--- config.mk ---
export PLATFORM = sky130hd
export DESIGN_NAME = fpu_wb_collector
export DESIGN_NICKNAME = d
export VERILOG_FILES = /design/src/rtl/fpu_wb_collector.sv
export SDC_FILE = /design/constraint.sdc
export NUM_CORES = 2
export LEC_CHECK = 0
export ABC_AREA = 1
export BUFFER_PORTS_ARGS = -buffer_cell sky130_fd_sc_hd__clkbuf_2
export CAP_MARGIN = 20
export CELL_PAD_IN_SITES_DETAIL_PLACEMENT = 1
export CELL_PAD_IN_SITES_GLOBAL_PLACEMENT = 1
export CORE_UTILIZATION = 47
export DETAILED_ROUTE_END_ITERATION = 7
export PLACE_DENSITY = 0.92
export SLEW_MARGIN = 40
export SYNTH_ARGS = -nofsm -noshare
export SYNTH_HDL_FRONTEND = slang
export SYNTH_HIERARCHICAL = 1
export SYNTH_SLANG_ARGS = --single-unit
--- constraint.sdc ---
create_clock -name clk -period 11.1 [get_ports clk]
set_input_delay 0 -clock clk [delete_from_list [all_inputs] [get_ports clk]]
set_output_delay 0 -clock clk [all_outputs]
set_load 0.01 [all_outputs]
--- src/rtl/fpu_wb_collector.sv ---
// Buffers FPU results per channel and writes up to two per cycle to the upper/lower regfile ports.
// Latency: 2 edges input-to-writeback; sources are never stalled, stall_out is advisory toward issue.

module fpu_wb_fifo #(
    parameter  int W     = 37,
    parameter  int DEPTH = 2,
    localparam int CW    = $clog2(DEPTH+1)
) (
    input  logic          clk,
    input  logic          rstn,
    input  logic          push_i,
    input  logic          pop_i,
    input  logic [W-1:0]  wdat_i,
    output logic [W-1:0]  rdat_o,
    output logic [CW-1:0] cnt_o,
    output logic [CW-1:0] cnt_nxt_o,
    output logic          ovf_o
);
    localparam int PW = $clog2(DEPTH);

    logic [W-1:0]  mem_q [DEPTH];
    logic [PW-1:0] rd_q, wr_q;
    logic [CW-1:0] cnt_q;
    logic          do_push, do_pop;

    // A pop in the same cycle frees the slot, so a full FIFO can still accept.
    assign do_pop    = pop_i && (cnt_q != '0);
    assign do_push   = push_i && ((cnt_q != CW'(DEPTH)) || do_pop);
    assign ovf_o     = push_i && !do_push;
    assign cnt_nxt_o = cnt_q + CW'(do_push) - CW'(do_pop);
    assign rdat_o    = mem_q[rd_q];
    assign cnt_o     = cnt_q;

    always_ff @(posedge clk) begin
        if (!rstn) begin
            rd_q  <= '0;
            wr_q  <= '0;
            cnt_q <= '0;
        end else begin
            if (do_push) wr_q <= wr_q + 1'b1;
            if (do_pop)  rd_q <= rd_q + 1'b1;
            cnt_q <= cnt_nxt_o;
        end
    end

    always_ff @(posedge clk) begin
        if (do_push) mem_q[wr_q] <= wdat_i;
    end
endmodule

module fpu_wb_collector #(
    parameter  int N_SRC        = 14,
    parameter  int FDEPTH       = 2,
    parameter  int STALL_THRESH = 4,
    localparam int OW           = $clog2(N_SRC*FDEPTH+1)
) (
    input  logic                clk,
    input  logic                rstn,
    input  logic [N_SRC-1:0]    src_valid,
    input  logic [5*N_SRC-1:0]  src_rt,
    input  logic [32*N_SRC-1:0] src_data,
    output logic                u_wb_valid,
    output logic [4:0]          u_wb_rt,
    output logic [31:0]         u_wb_data,
    output logic                l_wb_valid,
    output logic [4:0]          l_wb_rt,
    output logic [31:0]         l_wb_data,
    output logic                stall_out,
    output logic [OW-1:0]       occupancy,
    output logic                overflow_err
);
    localparam int IW = $clog2(N_SRC);
    localparam int CW = $clog2(FDEPTH+1);

    typedef struct packed {
        logic [4:0]  rt;
        logic [31:0] dat;
    } wb_ent_t;

    wb_ent_t          head    [N_SRC];
    logic [CW-1:0]    cnt     [N_SRC];
    logic [CW-1:0]    cnt_nxt [N_SRC];
    logic [N_SRC-1:0] pop, ovf;

    logic          gnt_a, gnt_b;
    logic [IW-1:0] a_idx, b_idx, rr_q, rr_d;
    logic [4:0]    a_rt;
    logic [OW-1:0] occ_d, occ_q;

    logic          u_vld_q, l_vld_q, stall_q, ovf_q;
    logic [4:0]    u_rt_q, l_rt_q;
    logic [31:0]   u_dat_q, l_dat_q;

    for (genvar g = 0; g < N_SRC; g++) begin : g_src
        fpu_wb_fifo #(.W($bits(wb_ent_t)), .DEPTH(FDEPTH)) u_fifo (
            .clk       (clk),
            .rstn      (rstn),
            .push_i    (src_valid[g]),
            .pop_i     (pop[g]),
            .wdat_i    ({src_rt[5*g +: 5], src_data[32*g +: 32]}),
            .rdat_o    (head[g]),
            .cnt_o     (cnt[g]),
            .cnt_nxt_o (cnt_nxt[g]),
            .ovf_o     (ovf[g])
        );
    end

    // Round-robin scan; the second grant must target a different register than the first.
    always_comb begin
        int            idx;
        logic [IW-1:0] idx_w;
        gnt_a = 1'b0;
        gnt_b = 1'b0;
        a_idx = '0;
        b_idx = '0;
        a_rt  = '0;
        pop   = '0;
        for (int off = 0; off < N_SRC; off++) begin
            idx = int'(rr_q) + off;
            if (idx >= N_SRC) idx = idx - N_SRC;
            idx_w = idx[IW-1:0];
            if (cnt[idx_w] != '0) begin
                if (!gnt_a) begin
                    gnt_a = 1'b1;
                    a_idx = idx_w;
                    a_rt  = head[idx_w].rt;
                end else if (!gnt_b && (head[idx_w].rt != a_rt)) begin
                    gnt_b = 1'b1;
                    b_idx = idx_w;
                end
            end
        end
        if (gnt_a) pop[a_idx] = 1'b1;
        if (gnt_b) pop[b_idx] = 1'b1;
    end

    always_comb begin
        int nxt;
        nxt = gnt_b ? int'(b_idx) + 1 : int'(a_idx) + 1;
        if (nxt >= N_SRC) nxt = 0;
        rr_d = gnt_a ? nxt[IW-1:0] : rr_q;
    end

    always_comb begin
        occ_d = '0;
        for (int i = 0; i < N_SRC; i++) occ_d = occ_d + OW'(cnt_nxt[i]);
    end

    always_ff @(posedge clk) begin
        if (!rstn) begin
            rr_q    <= '0;
            u_vld_q <= 1'b0;
            u_rt_q  <= '0;
            u_dat_q <= '0;
            l_vld_q <= 1'b0;
            l_rt_q  <= '0;
            l_dat_q <= '0;
            occ_q   <= '0;
            stall_q <= 1'b0;
            ovf_q   <= 1'b0;
        end else begin
            rr_q    <= rr_d;
            u_vld_q <= gnt_a;
            l_vld_q <= gnt_b;
            if (gnt_a) {u_rt_q, u_dat_q} <= head[a_idx];
            if (gnt_b) {l_rt_q, l_dat_q} <= head[b_idx];
            occ_q   <= occ_d;
            stall_q <= (occ_d >= OW'(STALL_THRESH));
            ovf_q   <= ovf_q | (|ovf);
        end
    end

    assign u_wb_valid   = u_vld_q;
    assign u_wb_rt      = u_rt_q;
    assign u_wb_data    = u_dat_q;
    assign l_wb_valid   = l_vld_q;
    assign l_wb_rt      = l_rt_q;
    assign l_wb_data    = l_dat_q;
    assign stall_out    = stall_q;
    assign occupancy    = occ_q;
    assign overflow_err = ovf_q;
endmodule

==> results.md, run 1 <==
* Dpl cells at 9847
* Distinct cells, synth at slightly below 70
* Net Count, Synth at 7606
* Die width at 381 um
* Error msg: [ERROR GRT-0116] Global routing finished with congestion. Check the congestion regions in the DRC Viewer.
* Clock Tree Root: clkbuf_16
* H-Tree Depth at 4
* Area share of the largest cell type after synthesis at 0.461
* Synth area leader: edfxtp_1
* Grt ovf at 3166
* Mapped cell area at about 68000 sq um
* Area contributors post-synth: edfxtp_1 46%, nand2_1 9.8%, mux2_4 9.3%
* Synth Flop Type: edfxtp_1
* CTS sink count at 1193
* Seq/Total Area, Yosys at 0.507
* Hpwl dp at 274000 um
* Clk buf depth at 3
* Vias in the first global route at 104000
* Syn_area_per_cell at 9.66 sq um
* EDFF count, synth at around 1000
* Count of boundary I/O pins at roughly 620
* # rows at 138
* I/O Buffers at 616
* Cells after Synth at 6992
* Largest net degree at the start of global routing at 133
* Async SR Flop Fraction at 0
* RePlAce Congestion at between 1 and 1.5
* #FFs+latches synth at around 1200
* GRT Overall Usage at 0.905
* Effective utilization at floorplan at 0.475
* Status: stopped before the end
* Fail Step: global routing (5_1_grt)
* Global-route wire length before repair at 936000 um
* CTS Buf Count at 130
* Yosys Warn Count at 6
* Die H at around 380 um
timing repair:
item	CTS
pin swaps	27
buffers inserted	8
endpoints found under the hold margin	1250
hold buffers	947
resized for setup	101
endpoints found under the setup margin	4
cell usage after synthesis, types with 68 or more instances:
cell,count
clkbuf_1,136
inv_1,570
o21ai_1,82
a21oi_1,168
nand3_1,705
mux2_2,98
mux2_4,420
dfxtp_1,157
nor2_1,470
o211ai_1,102
nand2_1,1761
edfxtp_1,1036
o21ai_0,405
o22ai_1,68
buf_2,133
a22oi_1,138
metrics by stage:
stage | instance area, sq um | worst slack (ps) | util
2_1_floorplan | 67500 | 847 | -
3_3_place_gp | 76200 | 355 | 0.537
3_5_place_dp | 76500 | -81.5 | 0.538
4_1_cts | 91000 | 7.59 | 0.640
metal layers:
| layer | GRT overflow | global-route usage |
|---|---|---|
| met1 | 391 | 0.883 |
| met2 | 1274 | 0.976 |
| met3 | 450 | 0.861 |
| met4 | 977 | 0.916 |
| met5 | 74 | 0.751 |
kinds of logic after synthesis:
family | count (synthesis) | share of synthesized area
buffers and inverters | 987 | 0.0726
AND/OR/NAND/NOR | 3130 | 0.197
XOR/XNOR | 13 | 0.00180
multiplexers | 518 | 0.110
adder cells (fa/ha/maj) | 80 | 0.0174
flip-flops | 1193 | 0.507
AO/OA/AOI/OAI | 1071 | 0.0947
==> inputs of run 2 (changes only) <==
CELL_PAD_IN_SITES_DETAIL_PLACEMENT = not set   (was 1)
CELL_PAD_IN_SITES_GLOBAL_PLACEMENT = not set   (was 1)
CORE_UTILIZATION = 40   (was 47)
PLACE_DENSITY = not set   (was 0.92)
PLACE_DENSITY_LB_ADDON = 0.15   (was not set)
==> results.md, run 2 <==
* Crit-path slowest cell: fa_1
* Grt ovf at 0
* Die H at 413 um
* Status: completed
* Distinct cells, synth at 68
* Vias in the first global route at slightly above 60000
* Die width at 413 um
* Post-DR vias/cell at 5.55
* Final Hold Viols at 0
* Clk buf depth at 3
* Kind of critical path: reg -> reg
* CP endpoint kind: flip-flop
* Cells after Synth at 6992
* Async SR Flop Fraction at 0
* F_max at between 90 and 100 MHz
* Largest register by flop count: g_src.u_fifo/mem_q
* GRT Overall Usage at 0.379
* H-Tree Depth at 4
* DR WL/cell at 28.7 um
* Worst-path clk slew at around 60 ps
* Synth area leader: edfxtp_1
* Effective utilization at floorplan at 0.403
* Drt initial violations at 7599
* Period utilisation layout at 0.945
* Synth Flop Type: edfxtp_1
* Share of cells above drive strength 1 at 0.258
* # rows at 150
* Yosys Warn Count at 6
* Initial antenna violation count at 34
* Mapped cell area at 67500 sq um
* Largest net degree at the start of global routing at 84
* Global-route wire length before repair at 455000 um
* Arr. time, crit path at 11170 ps
* Max-cap violations at 0
* Final Setup Violations at 0
* Hold_ws at 31.1 ps
* Syn_area_per_cell at between 9 and 10 sq um
* ANT nets after route at 0
* Hpwl dp at 243000 um
* Count of boundary I/O pins at 617
* Routed WL at 331000 um
* Startpoint types: flip-flop
* Final WS setup at 615 ps
* Core box area at 167000 sq um
* Hold crit path type: in -> reg
* Clk_skew at 58.5 ps
* Worst slack, placed at 165 ps
* Worst slew pin tran at 975 ps
* Commonest non-fill, non-tap cell in the layout: nand2_1
* 1st-pass router iterations at 7
* Clock Tree Root: clkbuf_16
* RePlAce Congestion at 1.05
* CTS Buf Count at around 130
* Max reg flops at 1036
* Seq/Total Area, Yosys at 0.507
* Total placed instance area at 77500 sq um
* Area contributors post-synth: edfxtp_1 46%, nand2_1 9.8%, mux2_4 9.3%
* Final Instance Area at 92700 sq um
* Most frequent cells after synthesis: 1761 x nand2_1, 1036 x edfxtp_1, 705 x nand3_1, 570 x inv_1, 470 x nor2_1
* Max stage delay on crit path at about 570 ps
* CTS tree: built
* #FFs+latches synth at 1193
* Net Count, Synth at 7606
* Worst endpoint required time at ~12000 ps
* EDFF count, synth at 1036
* Filler Cells Inserted at 14700
* I/O Buffers at 616
* Minimum clock period after layout at 10490 ps
* Count leader, synth: nand2_1
* CP dominant cell by count: nand2_1
* Vias at ~64000
* Worst Path Max Fanout at 7
* Area share of the largest cell type after synthesis at 0.461
* Worst slew margin at 0.350
* DRC at 0
* Area grow syn2layout at 37.3%
* CTS sink count at 1193
* Most frequent cells in the layout: 1722 x nand2_1, 1036 x edfxtp_1, 1020 x dlygate4sd3_1
* Final max-slew violation count at 0
* Die footprint at 170000 sq um
* Clock latency on the worst-skew pair at 840 ps
* Final net count at 9806
[run 2: cell counts after synthesis]
Identical to the previous run, type by type.
[run 2: path summary, 6_finish.rpt]
kind	start	to	slack (ps)	cells after the start
worst max-delay path	rr_q[1]$_SDFFE_PN0P_	stall_out$_SDFF_PN0_	610	62
worst min-delay path	src_data[222]	g_src[6].u_fifo/mem_q[1][30]$_DFFE_PP_	30	2
worst max register to register	rr_q[1]$_SDFFE_PN0P_	stall_out$_SDFF_PN0_	610	62
worst min register to register	g_src[0].u_fifo/rd_q$_SDFFE_PN0N_	g_src[0].u_fifo/rd_q$_SDFFE_PN0N_	490	2
[run 2: layer usage]
layer | vias to the layer above | GRT usage | part of all wire
met5 | - | 0 | 0.00023
met4 | 12 | 0.267 | 0.082
met3 | 774 | 0.0588 | 0.078
met2 | 3542 | 0.604 | 0.46
met1 | 31000 | 0.470 | 0.38
li1 | 28700 | - | -
[run 2: logic make-up after synthesis]
kind of cell             count (synthesis)  synth area share
flip-flops                            1193             0.507
AND/OR/NAND/NOR                       3130             0.197
multiplexers                           518             0.110
adder cells (fa/ha/maj)                 80            0.0174
buffers and inverters                  987            0.0726
AO/OA/AOI/OAI                         1071            0.0947
XOR/XNOR                                13           0.00180
[run 2: final cells by class]
class / instances / area, sq um / share of cell area
Antenna cell: 33 / 82.6 / 0.000891
Clock buffer: 173 / 3560 / 0.0384
Clock inverter: 71 / 812 / 0.00876
Inverter: 613 / 2350 / 0.0253
Multi-Input combinational cell: 4813 / 29000 / 0.313
Sequential cell: 1193 / 34300 / 0.370
Tap cell: 2204 / 2760 / 0.0297
Timing Repair Buffer: 2436 / 19900 / 0.214
Timing Repair inverter: 1 / 5.00 / 0.0000540
[run 2: critical path: cells and delay by family (launching register included)]
kind,cells,cell delay [ps]
flops,1,350
fa+ha+maj,10,3950
buf+inv,12,1130
compound gates,4,490
simple gates,36,4400
[run 2: per-stage QoR]
step	util	std cells	TNS, ps
final	0.554	11500	0
after floorplan	-	6992	0
after global routing	0.554	11500	-27.4
after detailed placement	0.463	10200	0
after CTS	0.550	11500	0
after global placement	0.462	10200	0
[run 2: what timing repair did]
action / CTS / global route
hold buffers: 1020 / 0
resized for setup: 0 / 117
endpoints found under the setup margin: 0 / 4
hold endpoints to repair: 1346 / 0
setup buffers: 0 / 7
Power of run 2 is left out: the tool's default activity adds up to more than one toggle a clock period on the data nets, which glitch-free logic cannot reach.
